==> src/rtl/fetch_skid_stage.sv <==
// rtl/fetch_skid_stage.sv - IF/ID pipeline stage with valid/ready handshake and two-entry skid buffer
module fetch_skid_stage #(
    parameter int                   PC_W         = 32,
    parameter int                   INSTR_W      = 32,
    parameter logic [INSTR_W-1:0]   BUBBLE_INSTR = '0,
    parameter int                   CNT_W        = 16
) (
    input  logic               clk_i,
    input  logic               rst_n_i,
    input  logic               clr_i,
    input  logic               valid_in_i,
    output logic               ready_out_o,
    input  logic [PC_W-1:0]    pc_in_i,
    input  logic [INSTR_W-1:0] instr_in_i,
    output logic               valid_out_o,
    input  logic               ready_in_i,
    output logic [PC_W-1:0]    pc_out_o,
    output logic [INSTR_W-1:0] instr_out_o,
    output logic [CNT_W-1:0]   stall_cnt_o
);

    typedef enum logic [1:0] {
        S_EMPTY = 2'd0,
        S_BUSY  = 2'd1,
        S_FULL  = 2'd2
    } state_t;

    state_t             state_q, state_d;
    logic               ready_q, ready_d;
    logic [PC_W-1:0]    main_pc_q, main_pc_d, skid_pc_q, skid_pc_d;
    logic [INSTR_W-1:0] main_instr_q, main_instr_d, skid_instr_q, skid_instr_d;
    logic [CNT_W-1:0]   stall_cnt_q, stall_cnt_d;
    logic               acc, take;

    assign valid_out_o = (state_q != S_EMPTY);
    assign ready_out_o = ready_q;
    assign pc_out_o    = main_pc_q;
    assign instr_out_o = main_instr_q;
    assign stall_cnt_o = stall_cnt_q;

    assign acc  = valid_in_i & ready_q;
    assign take = valid_out_o & ready_in_i;

    always_comb begin
        state_d      = state_q;
        main_pc_d    = main_pc_q;
        main_instr_d = main_instr_q;
        skid_pc_d    = skid_pc_q;
        skid_instr_d = skid_instr_q;
        stall_cnt_d  = stall_cnt_q;
        if (clr_i) begin
            state_d      = S_EMPTY;
            main_pc_d    = '0;
            main_instr_d = BUBBLE_INSTR;
            skid_pc_d    = '0;
            skid_instr_d = BUBBLE_INSTR;
            stall_cnt_d  = '0;
        end else begin
            if (valid_out_o && !ready_in_i && (stall_cnt_q != {CNT_W{1'b1}})) begin
                stall_cnt_d = stall_cnt_q + {{(CNT_W-1){1'b0}}, 1'b1};
            end
            unique case (state_q)
                S_EMPTY: begin
                    if (acc) begin
                        main_pc_d    = pc_in_i;
                        main_instr_d = instr_in_i;
                        state_d      = S_BUSY;
                    end
                end
                S_BUSY: begin
                    if (acc && take) begin
                        main_pc_d    = pc_in_i;
                        main_instr_d = instr_in_i;
                    end else if (acc) begin
                        skid_pc_d    = pc_in_i;
                        skid_instr_d = instr_in_i;
                        state_d      = S_FULL;
                    end else if (take) begin
                        // Bubble values live in MAIN so the outputs need no muxing.
                        main_pc_d    = '0;
                        main_instr_d = BUBBLE_INSTR;
                        state_d      = S_EMPTY;
                    end
                end
                S_FULL: begin
                    if (take) begin
                        main_pc_d    = skid_pc_q;
                        main_instr_d = skid_instr_q;
                        state_d      = S_BUSY;
                    end
                end
                default: begin
                    state_d      = S_EMPTY;
                    main_pc_d    = '0;
                    main_instr_d = BUBBLE_INSTR;
                end
            endcase
        end
        ready_d = (state_d != S_FULL);
    end

    always_ff @(posedge clk_i or negedge rst_n_i) begin
        if (!rst_n_i) begin
            state_q      <= S_EMPTY;
            ready_q      <= 1'b1;
            main_pc_q    <= '0;
            main_instr_q <= BUBBLE_INSTR;
            skid_pc_q    <= '0;
            skid_instr_q <= BUBBLE_INSTR;
            stall_cnt_q  <= '0;
        end else begin
            state_q      <= state_d;
            ready_q      <= ready_d;
            main_pc_q    <= main_pc_d;
            main_instr_q <= main_instr_d;
            skid_pc_q    <= skid_pc_d;
            skid_instr_q <= skid_instr_d;
            stall_cnt_q  <= stall_cnt_d;
        end
    end

endmodule

==> config.mk <==
export PLATFORM = sky130hd
export DESIGN_NAME = fetch_skid_stage
export DESIGN_NICKNAME = d
export VERILOG_FILES = /design/src/rtl/fetch_skid_stage.sv
export SDC_FILE = /design/constraint.sdc
export NUM_CORES = 1
export LEC_CHECK = 0
export BUFFER_PORTS_ARGS = -buffer_cell sky130_fd_sc_hd__buf_2
export CAP_MARGIN = 20
export CORE_MARGIN = 1.5
export CORE_UTILIZATION = 30
export CTS_CLUSTER_DIAMETER = 60
export CTS_CLUSTER_SIZE = 10
export DETAILED_ROUTE_END_ITERATION = 10
export PLACE_DENSITY = 0.52
export SLEW_MARGIN = 40
export SYNTH_ARGS = -nofsm -noshare
export SYNTH_HDL_FRONTEND = slang
export SYNTH_SLANG_ARGS = --single-unit
==> constraint.sdc <==
create_clock -name clk_i -period 2.8 [get_ports clk_i]
set_input_delay 0.14 -clock clk_i [delete_from_list [all_inputs] [get_ports clk_i]]
set_output_delay 0.14 -clock clk_i [all_outputs]
set_load 0.02 [all_outputs]
## Yosys cells after proc, flatten, opt, wreduce, memory -nomap -nowiden

Index checks and enable logic that the tools add are counted.

| storage, ports and cells | value |
|---|---|
| register bits | 147 |
| bits of input ports | 69 |
| output and inout port bits | 82 |
| logic and storage cells | 57 |

| cells by class | value |
|---|---|
| $add $sub $neg | 1 |
| eq/ne operators | 9 |
| multiplexer cells | 27 |
| bitwise gates (word level) | 2 |
| reductions and logical operators | 11 |

Operators with widths:

| cell | number |
|---|---|
| $mux 32 | 16 |
| $pmux 32 s3 | 2 |
| $mux 16 | 2 |
| $add 16x1->16 const B | 1 |
| $ne 16x16->1 const B | 1 |
| $mux 2 | 6 |
| $ne 4x4->1 const B | 2 |
| $reduce_bool 2->1 | 4 |
| $ne 3x3->1 const B | 2 |
| $pmux 2 s3 | 1 |
| $ne 2x2->1 const B | 2 |
| $reduce_and 4->1 | 1 |
| $logic_and 1x1->1 | 3 |
| $reduce_and 3->1 | 1 |
| $and 1x1->1 | 2 |
| $eq 2x1->1 const B | 1 |
| $eq 2x2->1 const B | 1 |
| $logic_not 2->1 | 1 |
| $logic_not 1->1 | 1 |

## Depth between registers and ports, before layout

| logic depth | value |
|---|---|
| depth in word-level cells | 8 |
| depth in mapped cells | 7 |
| mapped depth without buffers | 5 |

## Worst setup path before layout

No wires, ideal clock.

| timing path | value |
|---|---|
| path type | reg-to-reg |
| start | register stall_cnt_q[5] (netlist: stall_cnt_o[5]) |
| end | register stall_cnt_q[5] (netlist: stall_cnt_o[5]) |
| setup time | 0.125 ns |
| arrival | 1.633 ns |
| required time | 2.675 ns |
| path slack | 1.043 ns |
| cell stages (with the launch flop) | 7 |
| buffers on the path | 2 |
| clock period less this slack | 1.757 ns |
| path through | dfrtp_1 -> and4_1 -> buf_6 -> and2_2 -> buf_6 -> a211oi_2 -> mux2_2 |

| between the ends | value |
|---|---|
| longest elaborated chain between the ends | 3 |
| elaborated cells on any way between the ends | 6 |
| those cells by class | add/sub: 1; eq/ne: 1; mux: 2; reduce/logical: 2 |

Ends and longest elaborated chain:

| element | RTL line | RTL |
|---|---|---|
| start: declaration | 32 | `logic [CNT_W-1:0] stall_cnt_q, stall_cnt_d;` |
| start signal: assignment | 118 | `stall_cnt_q <= stall_cnt_d;` |
| $add 16x1->16 / $ne 16x16->1 (equally long branches) | 60, 59 |  |
| $mux 16 / $logic_and 1x1->1 (equally long branches) | 59 | `if (valid_out_o && !ready_in_i && (stall_cnt_q != {CNT_W{1'b1}})) begin` |
| $mux 16 / $reduce_bool 2->1 (equally long branches) | - |  |

Parallel ways exist; a longest one is shown, timed or not. The select of a mux whose other input is x is not followed.
A chain may end at the register's enable or synchronous reset.

## Worst setup path after layout

| timing path | value |
|---|---|
| start | register state_q[1] |
| end | register skid_instr_q[27] |

| between the ends | value |
|---|---|
| longest elaborated chain between the ends | 5 |
| elaborated cells on any way between the ends | 7 |
| those cells by class | eq/ne: 2; bitwise: 1; reduce/logical: 4 |

Ends and longest elaborated chain:

| element | RTL line | RTL |
|---|---|---|
| start: declaration | 28 | `state_t state_q, state_d;` |
| start signal: assignment | 112 | `state_q <= state_d;` |
| $reduce_bool 2->1 | 35 | `assign valid_out_o = (state_q != S_EMPTY);` |
| $and 1x1->1 | 42 | `assign take = valid_out_o & ready_in_i;` |
| $logic_and 1x1->1 | 71 | `if (acc && take) begin` |
| $ne 2x2->1 (no line) | - |  |
| $reduce_and 3->1 (no line) * | - |  |
| end signal: assignment | 117 | `skid_instr_q <= skid_instr_d;` |
| end: declaration | 31 | `logic [INSTR_W-1:0] main_instr_q, main_instr_d, skid_instr_q, skid_instr_d;` |

Mark *: on every way between the ends. The rest lies on a longest branch, timed or not.

==> impl_metrics.toml <==
[status]
status = "completed"

[synthesis]
netlist_instances = 490
synth.distinct_cells = 56
synth_top_cell_by_area = "dfrtp_1"
ys_seq_area_share_pct = 58.9
async_flop_share_pct = 100
synth_most_common_cell = "dfrtp_1"
syn-num-nets = 560
synth.top_cells.by_area = "dfrtp_1, a22o_1, o2bb2ai_1, a22oi_1, buf_2"
ys_seq_elements = 147
yosys_warnings = 0
synth_flop_cell = "dfrtp_1"
synth_top_area_share_pct = 58.5
synthTopCellsByCount = "dfrtp_1, a22o_1, a22oi_1, o2bb2ai_1, buf_2"
synth_area_um2 = 6240
synth-edff-count = 0
avgSynthCellArea_um2 = 12.7

[finish]
antenna_cells = 0
final_area_um2 = 8520
multiInputGateArea_um2 = 2320
fin_cells = 972
fin_nets = 759
area_growth_pct = 36.4
ff_latch_area_um2 = 3680
fill_cells = 1965
drive_gt1_share_pct = 30.8

[sta]
finalMaxSlewViolations = 0
rsz0062_at_grt = "no"
hold_violations = 0
min_period_over_period_pct = 77.8
fin_skew_ns = 0.00857
setup_viol_count_final = 0
max_slew.worst_pin.slew_ns = 0.659
period_needed_ns = 2.18
setup_tns_ns = 0
slew_headroom_pct = 55.9
timing.fmax_mhz = 459

[worst_setup_path]
startpoint = "state_q[1]$_DFF_PN0_"
critPathMaxFanout = 27
path_buf_inv = 2
crit_chain = "nand4b_1 > nor2_1 > nor2_4 > buf_16 > buf_4 > a22o_1"
critPathRequiredTime_ns = 3.15
critPathLaunchType = "flip-flop"
critPathMaxStageDelay_ns = 0.54
cp-end-kind = "flip-flop"
path_class = "flip-flop to flip-flop"
r2r_start = "state_q[1]$_DFF_PN0_"
path_delay_family = "simple AND/OR/NAND/NOR gates"
crit_arrival_ns = 2.53
crit_slowest_cell = "dfrtp_1"

[detailed_routing]
dr.first_iter.drc_count = 249
drt_first_pass_iters = 4
antenna_left = 0
drcViolationCount = 0
vias_per_cell = 5.21
wl_um = 17000
vias = 5068
wl_per_cell_um = 17.5

[global_routing]
grtUsageTotal_pct = 16.2
grt_pass1_wl_um = 27800
grt-ovfl-total = 0
grt_pass1_vias = 5287
antenna_found_initial = 0
grt_max_degree = 98

[clocking]
tritoncts = "built"
clk_pin_slew_worst_paths_ns = 0.06
clock_sinks = 147
root_buffer = "clkbuf_16"
numCtsBuffers = 17
post_cts_resize_count = 0
cts_buffer_depth = 2
htreeDepth = 4
cts_hold_buf = 65
post_cts_buffers = 0
insertion_delay_ns = 0.42

[floorplanning]
coreArea_um2 = 20300
die_h_um = 147
die_area_um2 = 21700
initial_core_util_pct = 30.8
rows = 52
pin_count = 151
die_w_um = 147

[placement]
place_area_um2 = 7260
routabilityCongestion = 0.758
placed_cells = 874
dp_hpwl_um = 10400
port_buffers = 150

[pwr]
powerDensity_nw_per_um2 = 613
power_mw = 5.22
p_leak_nw = 4.10
peakVddDrop_mv = 0.346

[worst_hold_path]
worstHoldStart = "ready_in_i"
hp-class = "input pin to flip-flop"

[flow_run]
drv_cap = 0
==> metrics by stage <==
stage	util [%]	hold WS, ns	setup WS [ns]
2_1_floorplan	-	-0.156	1.04
3_3_place_gp	35.6	0.295	0.497
3_5_place_dp	35.8	0.230	0.616
4_1_cts	41.8	0.0477	0.614
5_1_grt	42.0	0.0636	0.420
6_report	42.0	0.0678	0.622
==> cell type report <==
cell class,count,share of cell area (%)
flip-flops and latches,147,43.2
multi-input cells,292,27.2
repair buffers,228,18.6
clock buffers,18,5.15
well taps,270,3.96
clock inverters,14,1.70
inverters,3,0.132
==> routing by layer <==
metal  vias to the layer above  global-route usage (%)  wire length, um
li1                       2336                       -                -
met4                         0                    4.80              251
met2                       162                    27.0             8240
met1                      2552                    21.1             7720
met5                         -                       0                0
met3                        18                    3.63              824
==> where the power goes <==
part	leakage [nW]	internal [mW]	switching, mW
sequential	2.01	2.22	0.0625
combinational	1.80	0.273	0.410
clock	0.284	1.28	0.974
total	4.10	3.77	1.45
==> worst min-delay path, delay by kind of cell <==
family | cells | cell delay [ns]
AO/OA/AOI/OAI | 1 | 0.06
buffers and inverters | 1 | 0.16
AND/OR/NAND/NOR | 1 | 0.07
==> placed cells by master (no fill, tap or decap), types with 2 or more instances in the layout <==
master	n
o21ai_0	3
nand4_1	3
buf_2	149
a211oi_1	3
a22oi_1	64
or4_1	4
and3_1	2
dlygate4sd3_1	65
a21oi_4	2
a41oi_1	2
buf_4	8
dfrtp_1	146
nand2_1	8
nor2_1	10
inv_6	4
o2bb2ai_1	64
inv_1	3
buf_12	3
nor2b_1	4
clkinv_4	3
a22o_1	64
and4_1	2
o31ai_1	2
clkinvlp_4	2
nand2b_1	5
buf_16	2
nand3_1	5
clkbuf_16	17
inv_8	3
nor3_1	3
a21oi_1	9
mux2_2	5
==> worst paths after layout <==
kind                                                      to  slack [ns]  cells after the start
worst max-delay path            skid_instr_q[27]$_DFFE_PN0P_        0.62                      6
worst min-delay path                    state_q[0]$_DFF_PN0_        0.07                      3
worst max register to register  skid_instr_q[27]$_DFFE_PN0P_        0.62                      6
worst min register to register   instr_out_o[13]$_DFFE_PN0P_        0.48                      1
max in group asynchronous         instr_out_o[8]$_DFFE_PN0P_        2.00                      3
min in group asynchronous         stall_cnt_o[9]$_DFFE_PN0P_        0.19                      2
==> cell families (layout without fill, tap and decap cells) <==
group | count (synthesis) | after routing | share of synthesized area (%)
AOI/OAI and AO/OA | 225 | 225 | 29.7
xor gates and xnor gates | 1 | 1 | 0.140
adders and majority gates | 1 | 1 | 0.200
buffers and inverters | 51 | 263 | 4.35
DFF | 147 | 147 | 58.9
muxes | 6 | 6 | 1.06
and+or+nand+nor | 59 | 59 | 5.67
==> registers in the layout, summed over array words and instances (netlist names) <==
name          count
skid_instr_q     32
pc_out_o         32
ready_out_o       1
stall_cnt_o      16
instr_out_o      32
skid_pc_q        32
state_q           2
(Power assumes the default switching activity.)
